## src/rtl/sm83_irq_ctl_if.sv

```systemverilog
// Bus and interrupt signals between the CPU side and the interrupt controller.
// The master modport is the CPU/bus side; the slave modport is the controller.
interface sm83_irq_ctl_if #(
  parameter int NUM_SRC = 5
);
  logic [15:0]        adr;
  logic [7:0]         din;
  logic               wr;
  logic               rd;
  logic [7:0]         dout;
  logic               sel;
  logic [NUM_SRC-1:0] req;
  logic [7:0]         irq;
  logic [7:0]         iack;
  logic               wake;

  modport master (
    output adr, din, wr, rd, req, iack,
    input  dout, sel, irq, wake
  );

  modport slave (
    input  adr, din, wr, rd, req, iack,
    output dout, sel, irq, wake
  );
endinterface

```

## src/rtl/sm83_irq_ctl.sv

```systemverilog
// Interrupt controller for the sm83 core.
// Peripheral request edges are latched into IF and masked by IE to form the
// irq vector. The core clears IF bits with a one-hot iack. Both registers are
// readable and writable over the CPU bus.
module sm83_irq_ctl #(
  parameter int          NUM_SRC = 5,
  parameter logic [15:0] IF_ADR  = 16'hff0f,
  parameter logic [15:0] IE_ADR  = 16'hffff
) (
  input  logic           clk,
  input  logic           reset,
  sm83_irq_ctl_if.slave  bus
);

  logic [NUM_SRC-1:0] req_reg;
  logic [NUM_SRC-1:0] if_reg;
  logic [NUM_SRC-1:0] if_next;
  logic [NUM_SRC-1:0] rise;
  logic [7:0]         ie_reg;
  logic [7:0]         ie_next;
  logic [7:0]         if_rd;
  logic [7:0]         irq_vec;
  logic               hit_if;
  logic               hit_ie;
  logic               wr_if;
  logic               wr_ie;

  assign hit_if = (bus.adr == IF_ADR);
  assign hit_ie = (bus.adr == IE_ADR);
  assign wr_if  = bus.wr && hit_if;
  assign wr_ie  = bus.wr && hit_ie;

  // A request line held high through reset must not fire, so the history resets to ones.
  assign rise = bus.req & ~req_reg;

  // Per-bit IF update: a request edge beats a software write, which beats an ack.
  genvar gi;
  generate
    for (gi = 0; gi < NUM_SRC; gi++) begin : g_if_bit
      always_comb begin
        if (rise[gi]) begin
          if_next[gi] = 1'b1;
        end else if (wr_if) begin
          if_next[gi] = bus.din[gi];
        end else if (bus.iack[gi]) begin
          if_next[gi] = 1'b0;
        end else begin
          if_next[gi] = if_reg[gi];
        end
      end
    end
  endgenerate

  // IE takes the whole written byte, even bits with no source behind them.
  always_comb begin
    ie_next = ie_reg;
    if (wr_ie) begin
      ie_next = bus.din;
    end
  end

  // State registers; reset clears everything without waiting for a clock edge.
  always_ff @(posedge clk or posedge reset) begin
    if (reset) begin
      req_reg <= '1;
      if_reg  <= '0;
      ie_reg  <= '0;
    end else begin
      req_reg <= bus.req;
      if_reg  <= if_next;
      ie_reg  <= ie_next;
    end
  end

  // Build the 8-bit irq vector and IF read image; unimplemented IF bits read as 1.
  generate
    for (gi = 0; gi < 8; gi++) begin : g_byte_bit
      if (gi < NUM_SRC) begin : g_src
        assign irq_vec[gi] = if_reg[gi] & ie_reg[gi];
        assign if_rd[gi]   = if_reg[gi];
      end else begin : g_nosrc
        assign irq_vec[gi] = 1'b0;
        assign if_rd[gi]   = 1'b1;
      end
    end
  endgenerate

  // Ack bits above the implemented sources have no effect.
  generate
    if (NUM_SRC < 8) begin : g_unused_iack
      logic unused_iack;
      assign unused_iack = ^bus.iack[7:NUM_SRC];
    end
  endgenerate

  assign bus.irq  = irq_vec;
  assign bus.wake = |irq_vec;

  // Read path is purely combinational, so a same-cycle write shows the old value.
  always_comb begin
    bus.sel  = 1'b0;
    bus.dout = 8'hff;
    if (bus.rd && hit_if) begin
      bus.sel  = 1'b1;
      bus.dout = if_rd;
    end else if (bus.rd && hit_ie) begin
      bus.sel  = 1'b1;
      bus.dout = ie_reg;
    end
  end

endmodule

```

## src/flat_wrapper.sv

```systemverilog
// flat-port wrapper written by rule: the top's interface ports become plain ports
module sm83_irq_ctl_flat 
#(
  parameter int          NUM_SRC = 5,
  parameter logic [15:0] IF_ADR  = 16'hff0f,
  parameter logic [15:0] IE_ADR  = 16'hffff
)
  (clk, reset, bus_adr, bus_din, bus_wr, bus_rd, bus_req, bus_iack, bus_dout, bus_sel, bus_irq, bus_wake);
  sm83_irq_ctl_if #(.NUM_SRC(NUM_SRC)) bus_i ();
  input  logic clk;
  input  logic reset;
  input wire logic [$bits(bus_i.adr)-1:0] bus_adr;
  input wire logic [$bits(bus_i.din)-1:0] bus_din;
  input wire logic [$bits(bus_i.wr)-1:0] bus_wr;
  input wire logic [$bits(bus_i.rd)-1:0] bus_rd;
  input wire logic [$bits(bus_i.req)-1:0] bus_req;
  input wire logic [$bits(bus_i.iack)-1:0] bus_iack;
  output wire logic [$bits(bus_i.dout)-1:0] bus_dout;
  output wire logic [$bits(bus_i.sel)-1:0] bus_sel;
  output wire logic [$bits(bus_i.irq)-1:0] bus_irq;
  output wire logic [$bits(bus_i.wake)-1:0] bus_wake;
  assign bus_i.adr = bus_adr;
  assign bus_i.din = bus_din;
  assign bus_i.wr = bus_wr;
  assign bus_i.rd = bus_rd;
  assign bus_i.req = bus_req;
  assign bus_i.iack = bus_iack;
  assign bus_dout = bus_i.dout;
  assign bus_sel = bus_i.sel;
  assign bus_irq = bus_i.irq;
  assign bus_wake = bus_i.wake;
  sm83_irq_ctl #(.NUM_SRC(NUM_SRC), .IF_ADR(IF_ADR), .IE_ADR(IE_ADR)) u_core (.clk(clk), .reset(reset), .bus(bus_i));
endmodule
```

## config.mk

```make
export PLATFORM = sky130hd
export DESIGN_NAME = sm83_irq_ctl_flat
export DESIGN_NICKNAME = d
export VERILOG_FILES = /design/src/rtl/sm83_irq_ctl_if.sv /design/src/rtl/sm83_irq_ctl.sv /design/src/flat_wrapper.sv
export SDC_FILE = /design/constraint.sdc
export NUM_CORES = 1
export LEC_CHECK = 0
export CORE_ASPECT_RATIO = 1.4
export CORE_UTILIZATION = 25
export CTS_BUF_LIST = sky130_fd_sc_hd__clkbuf_8 sky130_fd_sc_hd__clkbuf_16
export DETAILED_ROUTE_END_ITERATION = 7
export PLACE_DENSITY = 0.55
export SLEW_MARGIN = 20
export SYNTH_ARGS = -nofsm -noshare
export SYNTH_HDL_FRONTEND = slang
export SYNTH_SLANG_ARGS = --single-unit
```

## constraint.sdc

```tcl
create_clock -name clk -period 2.1 [get_ports clk]
set_clock_uncertainty 0.15 [all_clocks]
set_input_delay 0.21 -clock clk [delete_from_list [all_inputs] [get_ports clk]]
set_output_delay 0.21 -clock clk [all_outputs]
set_load 0.005 [all_outputs]
```

==> run summary, run 1 <==
Status - finished clean
CTS Sinks - 18
Slew Viols, Final - 0
Relative slew slack - 54.4%
Max cap viols - 0
Crit. End Element - primary output
Via count - 974
Worst path required time - 1740 ps
Final setup viols - 0
Row cnt - 26
Synth unique cells - 23
Hold_buf cts - 0
Post-synthesis register bit count - 18
DR vias/cell - 4.68
Final hold viol count - 0
Crit path arrival time - 1690 ps
Yosys warns - 0
Crit Path Class - in2out
Ratio of cells with drive above 1 in the final layout - 36.1%
Crit path time final - 2050 ps
CP Max Fanout - 6
DIE HEIGHT - 75.7 um
Vias in the first global route - 1053
Critical-path top delay cell - or4_4
Initial Util - 26.4%
Syn Inst Count - 89
Total Routing Usage GR - 16.6%
Area Overhead vs Synth - 80.6%
Pwr/cell area - 421 nW/um^2
NetSw - 0.000159 W
WHS - 219 ps
Post-route cell area - 1750 sq um
Cell Int Power - 0.000580 W
Fmax - 488 MHz
Worst skew pair latency - 250 ps
Clk Tree Root Cell - clkbuf_8
Clk buf depth - 2
Post-synthesis cell area - 970 sq um
Final setup margin - 50.6 ps
Syn Area/Cell - 10.9 sq um
Fin crit share - 97.6%
# port buffers - 52
Sequential share of the synthesized area - 47.1%
Total core area - 3680 sq um
Comb pwr share - 17.7%
Hpwl dp - 2.35 mm
Clock Pin Slew Worst Setup and Hold Paths - 70 ps
Startpoint Class - input port
DR WL/cell - 14.2 um
Clock power frac - 32.0%
Sequential share of power - 50.3%
Largest net degree at the start of global routing - 19
Pleak - 0.861 nW
CTS tree - built
Ant. Diodes - 0
Initial antenna violation count - 0
Num CTS Buffers - 3
First-pass GRT wire length - 4.78 mm
DR iter-0 viols - 31
I/O pin count - 59
Setup Slack @ Placement - -359 ps
VDD IR max - 0.209 mV
Residual DRC - 0
Post-Route WL - 2.96 mm
Worst hold-check path type - in2async
CP Cell Sequence - clkdlybuf4s50_1 -> or4_4 -> buf_6 -> o22ai_1 -> nand2_1 -> clkbuf_2
Max FFs per register - 8
Fin util - 47.7%
Placer Congestion - 0.793
Die area - 4140 sq um
H-Tree Depth - 1
Final ANT Viol Nets - 0
Count of TritonRoute iterations in the first routing pass - 4
Net count reported at finish - 208
Sw frac - 21.5%
CP peak stage delay - 560 ps
Placed cell areas - 1690 sq um
Worst-Margin Slew - 683 ps
Die Wd - 54.6 um
GR Overflow Total - 0
[area by class of cell]
cell class	count	area, sq um
Inverter	8	30.0
Tap cell	42	52.6
Clock buffer	3	41.3
Fill cell	382	1920
Sequential cell	18	457
Clock inverter	1	3.75
Timing Repair Buffer	75	663
Multi-Input combinational cell	61	504
[power by group through the flow]
stage,Combinational [W],Sequential [W],Clock [W]
finish,0.000130,0.000372,0.000236
global route,0.000143,0.000373,0.000255
CTS,0.000134,0.000371,0.000247
detailed placement,0.000130,0.000377,0
global placement,0.000127,0.000377,0
floorplan,0.0000318,0.000375,0
[stage by stage]
step,power [W],instances,setup TNS [ps]
final,0.000738,208,0
after global routing,0.000771,208,-22.7
after CTS,0.000752,208,-15.7
after detailed placement,0.000507,203,-5300
after global placement,0.000504,203,-4830
after floorplan,0.000407,91,0
[critical path: cells and delay by family]
family,cells,cell delay [ps]
AO/OA/AOI/OAI,1,140
buffers and inverters,3,700
AND/OR/NAND/NOR,2,640
[cell usage after synthesis (all sizes together)]
cell | instances | area, sq um
nor4 | 3 | 25.0
conb | 1 | 3.75
o22ai | 5 | 31.3
dfrtp | 13 | 325
or4 | 3 | 26.3
nand2 | 5 | 18.8
o21ai | 5 | 25.0
inv | 8 | 30.0
a32oi | 5 | 43.8
nor2 | 2 | 23.8
dfstp | 5 | 131
nand4 | 6 | 37.5
nand2b | 8 | 50.1
buf | 3 | 22.5
and2 | 5 | 31.3
a21boi | 1 | 7.51
clkbuf | 1 | 3.75
mux2 | 8 | 120
nor2b | 1 | 6.26
or2 | 1 | 6.26
[cells in the final DEF (no fill, tap or decap), drive strengths merged, types with 6 or more instances in the layout]
master	instances
nand2b	8
dlymetal6s2s	8
buf	24
clkbuf	12
nand4	6
dfrtp	13
inv	9
clkdlybuf4s50	31
mux2	8
[timing repair]
action | in CTS | in global routing
setup buffers | 1 | 0
resized for setup | 32 | 20
setup endpoints to repair | 10 | 18
pin swaps | 7 | 8
[layer usage]
| layer | wire length [um] | track usage, % | part of all wire (%) | vias to the layer above |
|---|---|---|---|---|
| met5 | 0 | 0 | 0 | - |
| met4 | 93 | 9.12 | 3.1 | 0 |
| met1 | 1140 | 19.0 | 39 | 443 |
| met3 | 252 | 3.79 | 8.5 | 8 |
| met2 | 1470 | 27.8 | 50 | 52 |
| li1 | - | - | - | 471 |
[final timing paths]
check                                        from                 to  slack (ps)  cells past startpoint
max in group asynchronous                   reset   u_core.ie_reg[0]        1150                      2
worst max-delay path                   bus_adr[4]        bus_dout[3]          50                      6
min in group clk                       bus_req[1]  u_core.req_reg[1]         240                      1
worst max register to register  u_core.req_reg[1]   u_core.if_reg[1]         990                      3
worst min-delay path                        reset   u_core.ie_reg[5]         220                      2
worst min register to register   u_core.ie_reg[5]   u_core.ie_reg[5]         360                      1
[cell families after synthesis]
| group | after synthesis | synth area share (%) |
|---|---|---|
| AND/OR/NAND/NOR | 34 | 23.2 |
| AO/OA/AOI/OAI | 16 | 11.1 |
| other | 1 | 0.387 |
| buffers and inverters | 12 | 5.81 |
| multiplexers | 8 | 12.4 |
| flip-flops | 18 | 47.1 |
(Power assumes the default switching activity.)
==> inputs of run 2 (changes only) <==
--- a/config.mk
+++ b/config.mk
@@ -10,6 +10,7 @@
 export CTS_BUF_LIST = sky130_fd_sc_hd__clkbuf_8 sky130_fd_sc_hd__clkbuf_16
 export DETAILED_ROUTE_END_ITERATION = 7
 export PLACE_DENSITY = 0.55
+export SETUP_SLACK_MARGIN = 0.3
 export SLEW_MARGIN = 20
 export SYNTH_ARGS = -nofsm -noshare
 export SYNTH_HDL_FRONTEND = slang
==> run summary, run 2 (synthesis results as in run 1) <==
Cell Int Power - 0.000576 W
VDD IR max - 0.209 mV
Crit path arrival time - 1590 ps
Row cnt - 26
Total Routing Usage GR - 17.5%
Comb pwr share - 17.5%
Multi-input combinational cell area - 534 sq um
Crit Path Class - reg2out
Register cell area after layout - 457 sq um
Worst skew pair latency - 250 ps
Critical path depth - 4
RSZ-0062 raised after global routing - true
Ant. Diodes - 0
Num CTS Buffers - 3
Sequential share of power - 50.4%
I/O pin count - 59
Vias in the first global route - 1103
Largest net degree at the start of global routing - 19
Die Wd - 54.6 um
DR WL/cell - 14.4 um
Overall power consumption - 0.000740 W
GR Overflow Total - 0
# placed instances - 203
Post-Route WL - 3.10 mm
DIE HEIGHT - 75.7 um
Final ANT Viol Nets - 0
Initial antenna violation count - 0
Clock power frac - 32.0%
Met3 Use GR - 3.99%
Fmax - 514 MHz
Slew Viols, Final - 0
CP Cell Sequence - and2_4 -> or2_4 -> or4_4 -> buf_6
Fillers - 379
Clk buf depth - 2
Net count reported at finish - 215
Final cell count without fillers - 215
Commonest non-fill, non-tap cell in the layout - buf_4
Reg2reg path depth - 3
Post-route cell area - 1780 sq um
Worst Path Buf+Inv - 1
Sw frac - 22.1%
Worst path required time - 1740 ps
Commonest non-fill, non-tap cells in the layout - buf_4, clkdlybuf4s50_1, dfrtp_1
Clock Pin Slew Worst Setup and Hold Paths - 70 ps
Crit path time final - 1950 ps
Startpoint Class - flop
NetSw - 0.000163 W
Relative slew slack - 54.4%
# port buffers - 52
Pleak - 0.834 nW
Max FFs per register - 8
Final setup margin - 154 ps
GR Util met1 - 19.3%
First-pass GRT wire length - 5.03 mm
Ratio of cells with drive above 1 in the final layout - 45.1%
Die area - 4140 sq um
Worst hold-check path type - in2async
DR vias/cell - 4.75
Status - finished clean
Residual DRC - 0
Area Overhead vs Synth - 84.0%
CP Max Fanout - 2
Max cap viols - 0
Final hold viol count - 0
Critical-path top delay cell - or4_4
Pwr/cell area - 415 nW/um^2
H-Tree Depth - 1
Placed cell areas - 1690 sq um
Fin crit share - 92.7%
Final setup viols - 0
Met2 Use GR - 29.6%
CTS tree - built
Placer Congestion - 0.793
CTS Sinks - 18
Critical path's top delay family - simple AND/OR/NAND/NOR gates
Via count - 1021
Total core area - 3680 sq um
CP peak stage delay - 420 ps
DR iter-0 viols - 26
Setup Slack @ Placement - -359 ps
Count of TritonRoute iterations in the first routing pass - 4
Worst-Margin Slew - 683 ps
Initial Util - 26.4%
Hpwl dp - 2.35 mm
Clk Tree Root Cell - clkbuf_8
Busiest grt layer - met2
Crit. End Element - primary output
==> run 2: changes by cell type in the layout (fill, tap and decap cells not counted), sizes merged <==
cell and change:
dlygate4sd2 +4, clkdlybuf4s15 +4, dlymetal6s2s -8, clkdlybuf4s50 -7, clkbuf -2, buf +16
==> run 2: final timing paths <==
kind / from / end / slack (ps)
setup / recovery: u_core.if_reg[4] / bus_wake / 150
hold reg to reg: u_core.ie_reg[5] / u_core.ie_reg[5] / 360
hold / removal: reset / u_core.ie_reg[4] / 220
setup reg to reg: u_core.req_reg[1] / u_core.if_reg[1] / 1010
min in group clk: bus_req[1] / u_core.req_reg[1] / 240
max in group asynchronous: reset / u_core.ie_reg[0] / 1150
==> run 2: layout make-up <==
type / count / area share, %
sequential: 18 / 25.6
timing repair buffer: 82 / 37.3
clock inverter: 1 / 0.210
tap: 42 / 2.95
multi-input combinational: 61 / 29.9
inverter: 8 / 1.68
clock buffer: 3 / 2.31
==> run 2: repair_timing <==
item                       in CTS  in global routing
setup endpoints to repair      23                 17
hold buffers                    0                  0
gates resized for setup        77                 18
pin swaps                      18                  9
buffers inserted                7                  1
==> run 2: per-stage QoR <==
stage | utilization (%) | hold slack, ps | TNS [ps]
after global routing | 48.5 | 232 | 0
after global placement | 45.9 | 339 | -4830
after CTS | 48.5 | 228 | 0
final | 48.5 | 218 | 0
after detailed placement | 45.9 | 338 | -5300
after floorplan | - | -5.08 | 0
==> run 2: per-layer routing <==
metal  part of all wire [%]  wire length (um)
met1                     37              1150
met2                     50              1540
met3                    9.3               289
met4                    3.7               114
met5                      0                 0
==> run 2: power by group through the flow <==
stage / registers (W) / clock network [W] / logic (W)
2_1_floorplan: 0.000375 / 0 / 0.0000318
3_3_place_gp: 0.000377 / 0 / 0.000127
3_5_place_dp: 0.000377 / 0 / 0.000130
4_1_cts: 0.000372 / 0.000247 / 0.000130
5_1_grt: 0.000374 / 0.000256 / 0.000143
6_report: 0.000373 / 0.000237 / 0.000130
